--- config.mk ---
export PLATFORM = sky130hd
export DESIGN_NAME = bcd_seg_scan_flat
export DESIGN_NICKNAME = d
export VERILOG_FILES = /design/src/rtl/bcd_seg_scan_if.sv /design/src/rtl/bcd_seg_scan.sv /design/src/flat_wrapper.sv
export SDC_FILE = /design/constraint.sdc
export NUM_CORES = 1
export LEC_CHECK = 0
export ABC_CLOCK_PERIOD_IN_PS = 3000
export CAP_MARGIN = 25
export CORE_ASPECT_RATIO = 1.5
export CORE_MARGIN = 10
export CORE_UTILIZATION = 47
export DETAILED_ROUTE_END_ITERATION = 7
export PLACE_DENSITY = 0.7
export SYNTH_ARGS = -nofsm -noshare
export SYNTH_HDL_FRONTEND = slang
export SYNTH_SLANG_ARGS = --single-unit
--- constraint.sdc ---
create_clock -name CLK -period 3 [get_ports CLK]
set_input_delay 0.75 -clock CLK [delete_from_list [all_inputs] [get_ports CLK]]
set_output_delay 0.75 -clock CLK [all_outputs]
set_load 0.03 [all_outputs]
--- src/rtl/bcd_seg_scan_if.sv ---
// bcd_seg_scan_if: connects the mod-24 BCD hour counter to the display scanner.
//   Q   [7:0] BCD value: [7:4] is tens, [3:0] is units.
//   Co        carry from the counter; pulses high for one cycle on wrap.
//   SEG [6:0] segments {g,f,e,d,c,b,a}, active-low.
//   DIG [1:0] digit enables, active-low: 2'b10 units, 2'b01 tens, 2'b11 none.
//   DP        decimal point, active-low.
// master: the counter/board side. slave: the scanner.
interface bcd_seg_scan_if;
  logic [7:0] Q;
  logic       Co;
  logic [6:0] SEG;
  logic [1:0] DIG;
  logic       DP;

  modport master (output Q, Co, input SEG, DIG, DP);
  modport slave  (input Q, Co, output SEG, DIG, DP);
endinterface

--- src/rtl/bcd_seg_scan.sv ---
// bcd_seg_scan: time-multiplexes the two digits of a BCD hour count onto
// two common-anode 7-segment digits. The units decimal point flashes for
// DP_HOLD units slots after each counter wrap.
//   CLK  rising-edge clock
//   CLR  asynchronous active-high reset
//   bus  bcd_seg_scan_if.slave (Q, Co in; SEG, DIG, DP out, all registered)
// Parameters: DIV (cycles per digit slot, >= 2), DP_HOLD (1..255).
// Build option: define LEADING_ZERO_BLANK_EN to blank a zero tens digit.
module bcd_seg_scan #(
  parameter int DIV     = 50000,
  parameter int DP_HOLD = 4
) (
  input  logic          CLK,
  input  logic          CLR,
  bcd_seg_scan_if.slave bus
);

  localparam int DW = (DIV > 1) ? $clog2(DIV) : 1;

  typedef enum logic [1:0] {IDLE, LO, HI} state_t;

  function automatic logic [6:0] dec(input logic [3:0] d);
    case (d)
      4'd0:    dec = 7'h40;
      4'd1:    dec = 7'h79;
      4'd2:    dec = 7'h24;
      4'd3:    dec = 7'h30;
      4'd4:    dec = 7'h19;
      4'd5:    dec = 7'h12;
      4'd6:    dec = 7'h02;
      4'd7:    dec = 7'h78;
      4'd8:    dec = 7'h00;
      4'd9:    dec = 7'h10;
      default: dec = 7'h3F; // illegal BCD shows a dash
    endcase
  endfunction

  logic [DW-1:0] div_cnt_q, div_cnt_d;
  state_t        state_q, state_d;
  logic [7:0]    shadow_q, shadow_d;
  logic [7:0]    dp_cnt_q, dp_cnt_d;
  logic          co_q;
  logic [6:0]    seg_q, seg_d;
  logic [1:0]    dig_q, dig_d;
  logic          dp_q, dp_d;

  logic       tick, co_rise, lo2hi;
  logic [6:0] tens_seg;

  assign tick    = (div_cnt_q == DW'(DIV - 1));
  assign co_rise = bus.Co & ~co_q;

`ifdef LEADING_ZERO_BLANK_EN
  assign tens_seg = (shadow_q[7:4] == 4'd0) ? 7'h7F : dec(shadow_q[7:4]);
`else
  assign tens_seg = dec(shadow_q[7:4]);
`endif

  always_comb begin
    div_cnt_d = tick ? '0 : div_cnt_q + DW'(1);
    state_d   = state_q;
    shadow_d  = shadow_q;
    seg_d     = seg_q;
    dig_d     = dig_q;
    dp_cnt_d  = dp_cnt_q;
    lo2hi     = 1'b0;

    if (tick) begin
      case (state_q)
        // Frame start: latch Q once so the tens slot shows the same sample
        // as the units slot; units come straight from Q on this edge.
        IDLE, HI: begin
          state_d  = LO;
          shadow_d = bus.Q;
          seg_d    = dec(bus.Q[3:0]);
          dig_d    = 2'b10;
        end
        LO: begin
          state_d = HI;
          lo2hi   = 1'b1;
          seg_d   = tens_seg;
          dig_d   = 2'b01;
        end
        default: begin
          state_d = IDLE;
          seg_d   = 7'h7F;
          dig_d   = 2'b11;
        end
      endcase
    end

    // A fresh carry edge takes priority over the per-frame decrement.
    if (co_rise)
      dp_cnt_d = 8'(DP_HOLD);
    else if (lo2hi && dp_cnt_q != 8'd0)
      dp_cnt_d = dp_cnt_q - 8'd1;

    dp_d = ~((state_d == LO) && (dp_cnt_d != 8'd0));
  end

  always_ff @(posedge CLK or posedge CLR) begin
    if (CLR) begin
      div_cnt_q <= '0;
      state_q   <= IDLE;
      shadow_q  <= '0;
      dp_cnt_q  <= '0;
      co_q      <= 1'b0;
      seg_q     <= 7'h7F;
      dig_q     <= 2'b11;
      dp_q      <= 1'b1;
    end else begin
      div_cnt_q <= div_cnt_d;
      state_q   <= state_d;
      shadow_q  <= shadow_d;
      dp_cnt_q  <= dp_cnt_d;
      co_q      <= bus.Co;
      seg_q     <= seg_d;
      dig_q     <= dig_d;
      dp_q      <= dp_d;
    end
  end

  assign bus.SEG = seg_q;
  assign bus.DIG = dig_q;
  assign bus.DP  = dp_q;

endmodule

--- src/flat_wrapper.sv ---
// flat-port wrapper written by rule: the top's interface ports become plain ports
module bcd_seg_scan_flat 
#(
  parameter int DIV     = 50000,
  parameter int DP_HOLD = 4
)
  (CLK, CLR, bus_Q, bus_Co, bus_SEG, bus_DIG, bus_DP);
  bcd_seg_scan_if bus_i ();
  input  logic CLK;
  input  logic CLR;
  input wire logic [$bits(bus_i.Q)-1:0] bus_Q;
  input wire logic [$bits(bus_i.Co)-1:0] bus_Co;
  output wire logic [$bits(bus_i.SEG)-1:0] bus_SEG;
  output wire logic [$bits(bus_i.DIG)-1:0] bus_DIG;
  output wire logic [$bits(bus_i.DP)-1:0] bus_DP;
  assign bus_i.Q = bus_Q;
  assign bus_i.Co = bus_Co;
  assign bus_SEG = bus_i.SEG;
  assign bus_DIG = bus_i.DIG;
  assign bus_DP = bus_i.DP;
  bcd_seg_scan #(.DIV(DIV), .DP_HOLD(DP_HOLD)) u_core (.CLK(CLK), .CLR(CLR), .bus(bus_i));
endmodule
Word-level counts from Yosys, hierarchy flattened

Memory sizes are Yosys's and may differ from the RTL's.
Index checks and enable logic that the tools add are counted.

$add $sub $neg: 2
Multiply operators: 0
Divide/modulo/power cells: 0
$lt $le $gt $ge: 0
Eq/ne operators: 4
Shift operators: 0
Multiplexer cells: 9
Bitwise gates (word level): 3
Reduce and logical (&&, ||, !) cells: 7

Operators with widths:

| kind                  | count |
|---|---|
| $add 16x1->16 const B | 1 |
| $eq 16x16->1 const B  | 1 |
| $mux 16               | 1 |
| $mux 8                | 2 |
| $reduce_bool 8->1     | 2 |
| $pmux 7 s2            | 1 |
| $pmux 2 s2            | 2 |
| $sub 8x1->8 const B   | 1 |
| $eq 2x1->1 const B    | 2 |
| $eq 2x2->1 const B    | 1 |
| $logic_and 1x1->1     | 2 |
| $logic_not 2->1       | 1 |
| $mux 1                | 2 |
| $mux 2                | 1 |
| $not 1->1             | 2 |
| $reduce_and 2->1      | 1 |
| $reduce_or 2->1       | 1 |
| $and 1x1->1           | 1 |

Register bits after elaboration: 45
Bits in latches: 0
Memory bits (writable): 0
Memory bits (read-only): 224
Input bits: 11
Output and inout bits: 10
Memories: 2

Memories:

| name             | depth | width | read ports | clocked after memory_dff | write ports | RTL line           | source |
|---|---|---|---|---|---|---|---|
| (name not given) | 16    | 7     | 1          | 0                        | 0           | bcd_seg_scan.sv:23 | `case (d)` |
| (name not given) | 16    | 7     | 1          | 0                        | 0           | bcd_seg_scan.sv:23 |  |

Logic depth before layout (Yosys ltp)

Depth after elaboration: 9
Depth in mapped cells: 9
Depth with buffers taken out: 7

Worst setup path after synthesis

Ideal clock, no wire load.

Kind: register -> register
Start point: register u_core.dp_cnt_q[2]
End point: register u_core.dp_q (netlist: u_core.bus.DP)
Arrival time: 2.247 ns
Slack: 0.654 ns
Cell stages (with the launch flop): 8
Buffers on the path: 1
Period minus slack after synthesis: 2.346 ns
Cell sequence: dfrtp_1 -> or4_4 -> or4b_1 -> buf_2 -> nand3_1 -> mux2i_1 -> o211ai_1 -> o311ai_1

Word-level cells in the longest chain between the ends: 7
Elaborated cells between the ends (all ways): 8
Classes of those cells: add/sub (1); mux (2); bitwise (1); reduce/logical (4)

RTL lines:

| item                                                                | RTL line            | source |
|---|---|---|
| start, declared                                                     | bcd_seg_scan.sv:41  | `logic [7:0] dp_cnt_q, dp_cnt_d;` |
| start signal, assigned                                              | bcd_seg_scan.sv:115 | `dp_cnt_q <= dp_cnt_d;` |
| parallel branches: the longest is 2 deep, another holds $sub 8x1->8 | n/a                 |  |
| $mux 8 (*)                                                          | bcd_seg_scan.sv:95  | `else if (lo2hi && dp_cnt_q != 8'd0)` |
| $mux 8 (*)                                                          | bcd_seg_scan.sv:93  | `if (co_rise)` |
| $reduce_bool 8->1 (*)                                               | bcd_seg_scan.sv:98  | `dp_d = ~((state_d == LO) && (dp_cnt_d != 8'd0));` |
| $logic_and 1x1->1 (*)                                               | bcd_seg_scan.sv:98  |  |
| $not 1->1 (*)                                                       | bcd_seg_scan.sv:98  |  |
| net u_core.dp_d                                                     | bcd_seg_scan.sv:45  | `logic dp_q, dp_d;` |
| end signal, assigned                                                | bcd_seg_scan.sv:119 | `dp_q <= dp_d;` |
| end, declared                                                       | bcd_seg_scan.sv:45  |  |

Mark *: on every way through the listed nets, which the timed path passes.
A chain may end at the register's enable or synchronous reset.

Worst setup path in the final report

Same ends and word-level chain as after synthesis.

==> impl_summary.md <==
GRT
The wire length of the first global-routing pass is 7.84 mm. The number of antenna violations at the first check in global routing is 0. The global routing usage summed across all routing layers is 11.5%. The number of global-route vias before repair came to 1725. Entering global routing, the biggest net connects 42 pins.

After global routing the overflow that remains totals 0.

Timing
In this run the tightest slew margin relative to its limit is 65.6%. Across all setup checks in the final design, the least slack found is 0.523 ns. Counting I/O delays and the setup requirement, the final critical path takes 2.48 ns. Setup violations remaining at the end of the flow were counted as 0.

Setup total negative slack on the finished layout was measured at 0 ns. The final clock period utilization by the worst path is 82.6%. The max-slew violation total from the final report is 0. The transition time at the pin with the least slew margin is 0.516 ns. Clock skew on the completed layout was measured at 0.00630 ns.

Setup repair after global routing left no endpoint under its margin. The timing-limited maximum frequency is 404 MHz. The number of hold violations in the final report is 0.

Synthesis
The share of the synthesized area in the top cell type is 33.6%. Summing the sequential cell areas from Yosys gives 45.0% of the chip area. By area the synthesized netlist is led by dfrtp_1 34%, dfstp_2 11%, ha_1 8.1%. The proportion of register bits with asynchronous set or reset after synthesis is 100%. The mapped cell area is 0.00231 sq mm. The Yosys step of the flow raised 0 warnings. The most used flip-flop cell after synthesis is dfrtp_1. The number of storage elements in the synthesis netlist is 41. Dividing the synthesized area by the synthesized cell count gives 9.20 sq um.

Yosys mapped a number of flops with a built-in enable equal to 0. The number of standard cells after synthesis is 251. Of all cell types, the one taking the most synthesized area is dfrtp_1. Ranked by instance count, the synthesized netlist is headed by 31 x dfrtp_1, 29 x nor2_1, 26 x nand2_1.

When the netlist entered floorplanning its net count stood at 277. The count of different cell masters after synthesis is 37. The leading cell type by number of instances after synthesis is dfrtp_1.

Setup path
By startpoint and endpoint, the worst setup path is classified as register to register. The maximum single-stage delay on the critical path is 0.59 ns. Of all nets on the critical path, the largest fanout is 6. The required time at the endpoint of the critical path is 3.20 ns. The sum of buffers and inverters on the critical path is 0. The startpoint type of the worst setup path is a register. STA classifies the critical path endpoint as a register. The dominant delay contributor by cell family on the critical path is simple AND/OR/NAND/NOR gates.

STA puts the critical path data arrival time at 2.68 ns. Walking the worst path, the cells encountered are or4_4 > or4b_1 > nand3_1 > mux2i_1 > o211ai_1 > o311ai_1. The cell with the biggest individual delay on the critical path is or4b_1.

Routing
For this block, the initial DRC count from the detailed router was 90. The count of antenna-violating nets left after detailed routing is 0. The detailed-routing iteration count for the pre-antenna-repair pass is 4. The average via count per standard cell is 5.19. The total via count in the routed design is 1743. The total wire length is 4.52 mm. After detailed routing, the number of remaining DRC violations is 0. In the final routed layout, each cell accounts on average for 13.4 um.

Placement
After detailed placement, the total cell area comes to 0.00256 sq mm. Detailed placement ended at an HPWL of 3.35 mm. The congestion estimate from routability-driven global placement came to 0.924. Buffers placed on the I/O ports in this run total 20. The placement-stage worst setup slack is 0.517 ns.

Pwr
The leakage power is 1.22 nW. After layout, the design draws a total of 965 uW. In this run the power density over the cells is 365 mW/mm^2. The worst supply voltage drop on vdd is 0.281 mV.

Cells and area
The share of post-route cells with drive strength above 1 is 10.4%. After the last flow step, the layout net total stands at 295. Once layout is complete, the utilization of the core stands at 55.0%. From synthesis to final layout, the design area changed by 14.6%. The number of antenna diodes in the final layout is 0.

After routing the design area is 0.00265 sq mm.

Floorplanning
The cell row count is 31. The chip width is 77.2 um. The die area is 0.00817 sq mm. In this run the standard cell core region covers 0.00481 sq mm. The initial utilization of the core area, before any placement, comes to 48.0%.

The die height is 106 um. The number of top-level pins is 21.

Clock tree
The CTS tree is built. The number of buffers inserted by post-CTS setup repair is 0. The CTS root buffer is clkbuf_8. The total number of H-tree levels is 2.

The maximum buffer depth of the clock tree is 2. Buffers inserted during clock tree synthesis total 5. The number of cells upsized or downsized after cts is 0. The clock net in this run drives a total of 41 sinks. After clock tree synthesis, the flow added hold-fix buffers numbering 0. The clock insertion delay at the later pin of the skew report is 0.29 ns.

The clock-pin slew on the worst setup and hold paths is 0.08 ns.

Job
The tool flagged a number of max-cap violations equal to 0.

Min path
The worst hold path belongs to the class register to register.

Outcome
The run finished with clean final reports.
[state kept, by name, indices dropped and copies added, names as in the netlist]
signal,flops
u_core.div_cnt_q,16
u_core.dp_cnt_q,8
u_core.bus.SEG,7
u_core.shadow_q,4
u_core.bus.DIG,2
u_core.state_q,2
u_core.bus.DP,1
u_core.co_q,1
[report_power, final]
part	leakage, nW	internal, mW	switching (mW)
combinational	0.674	0.0240	0.0313
sequential	0.500	0.553	0.000245
clock	0.0439	0.161	0.196
total	1.22	0.738	0.227
[layer usage]
metal / GRT usage, % / wire length [um] / vias up
li1: - / - / 882
met1: 13.2 / 1960 / 825
met2: 18.7 / 2290 / 30
met3: 3.40 / 181 / 6
met4: 6.28 / 91 / 0
met5: 0 / 0 / -
[per-stage QoR]
stage	hold WS, ns	instances
after global routing	0.495	336
final	0.454	336
after detailed placement	0.449	328
after CTS	0.461	336
after floorplan	0.425	251
after global placement	0.446	328
[final timing paths]
path | start | end | slack (ns) | cells past startpoint
worst max-delay path | u_core.dp_cnt_q[2] | u_core.bus.DP | 0.52 | 6
worst min-delay path | u_core.div_cnt_q[0] | u_core.div_cnt_q[0] | 0.45 | 1
worst max register to register | u_core.dp_cnt_q[2] | u_core.bus.DP | 0.52 | 6
worst min register to register | u_core.div_cnt_q[0] | u_core.div_cnt_q[0] | 0.45 | 1
max in group asynchronous | CLR | u_core.bus.DP | 1.75 | 3
min in group asynchronous | CLR | u_core.div_cnt_q[1] | 0.89 | 3
[layout by cell type, fill, tap and decap left out, drive strengths merged, types with 4 or more instances in the layout]
cell,count
a21oi,17
clkbuf,5
nor2b,4
mux2i,4
nor4b,4
nor2,29
o22ai,4
xor2,13
ha,15
dfstp,10
o21ai,18
dfrtp,31
nand3,9
and3,6
xnor2,7
nand2,26
clkdlybuf4s50,20
inv,13
[logic make-up (layout without fill, tap and decap cells)]
group	after synthesis	in the layout	share of synthesized area [%]
xor gates and xnor gates	20	20	7.59
buffers and inverters	25	44	4.44
muxes	5	5	2.22
DFF	41	41	45.0
adders and majority gates	15	15	8.13
and+or+nand+nor	101	101	22.4
AOI/OAI and AO/OA	44	44	10.2
[final cells by class]
| class | count | area, sq um |
|---|---|---|
| clock buffer | 5 | 68.8 |
| clock inverter | 3 | 17.5 |
| fill | 474 | 2160 |
| inverter | 13 | 48.8 |
| multi-input combinational | 185 | 1170 |
| sequential | 41 | 1040 |
| tap | 66 | 82.6 |
| timing repair buffer | 23 | 223 |
No activity file was read; power rests on OpenSTA's default activity.
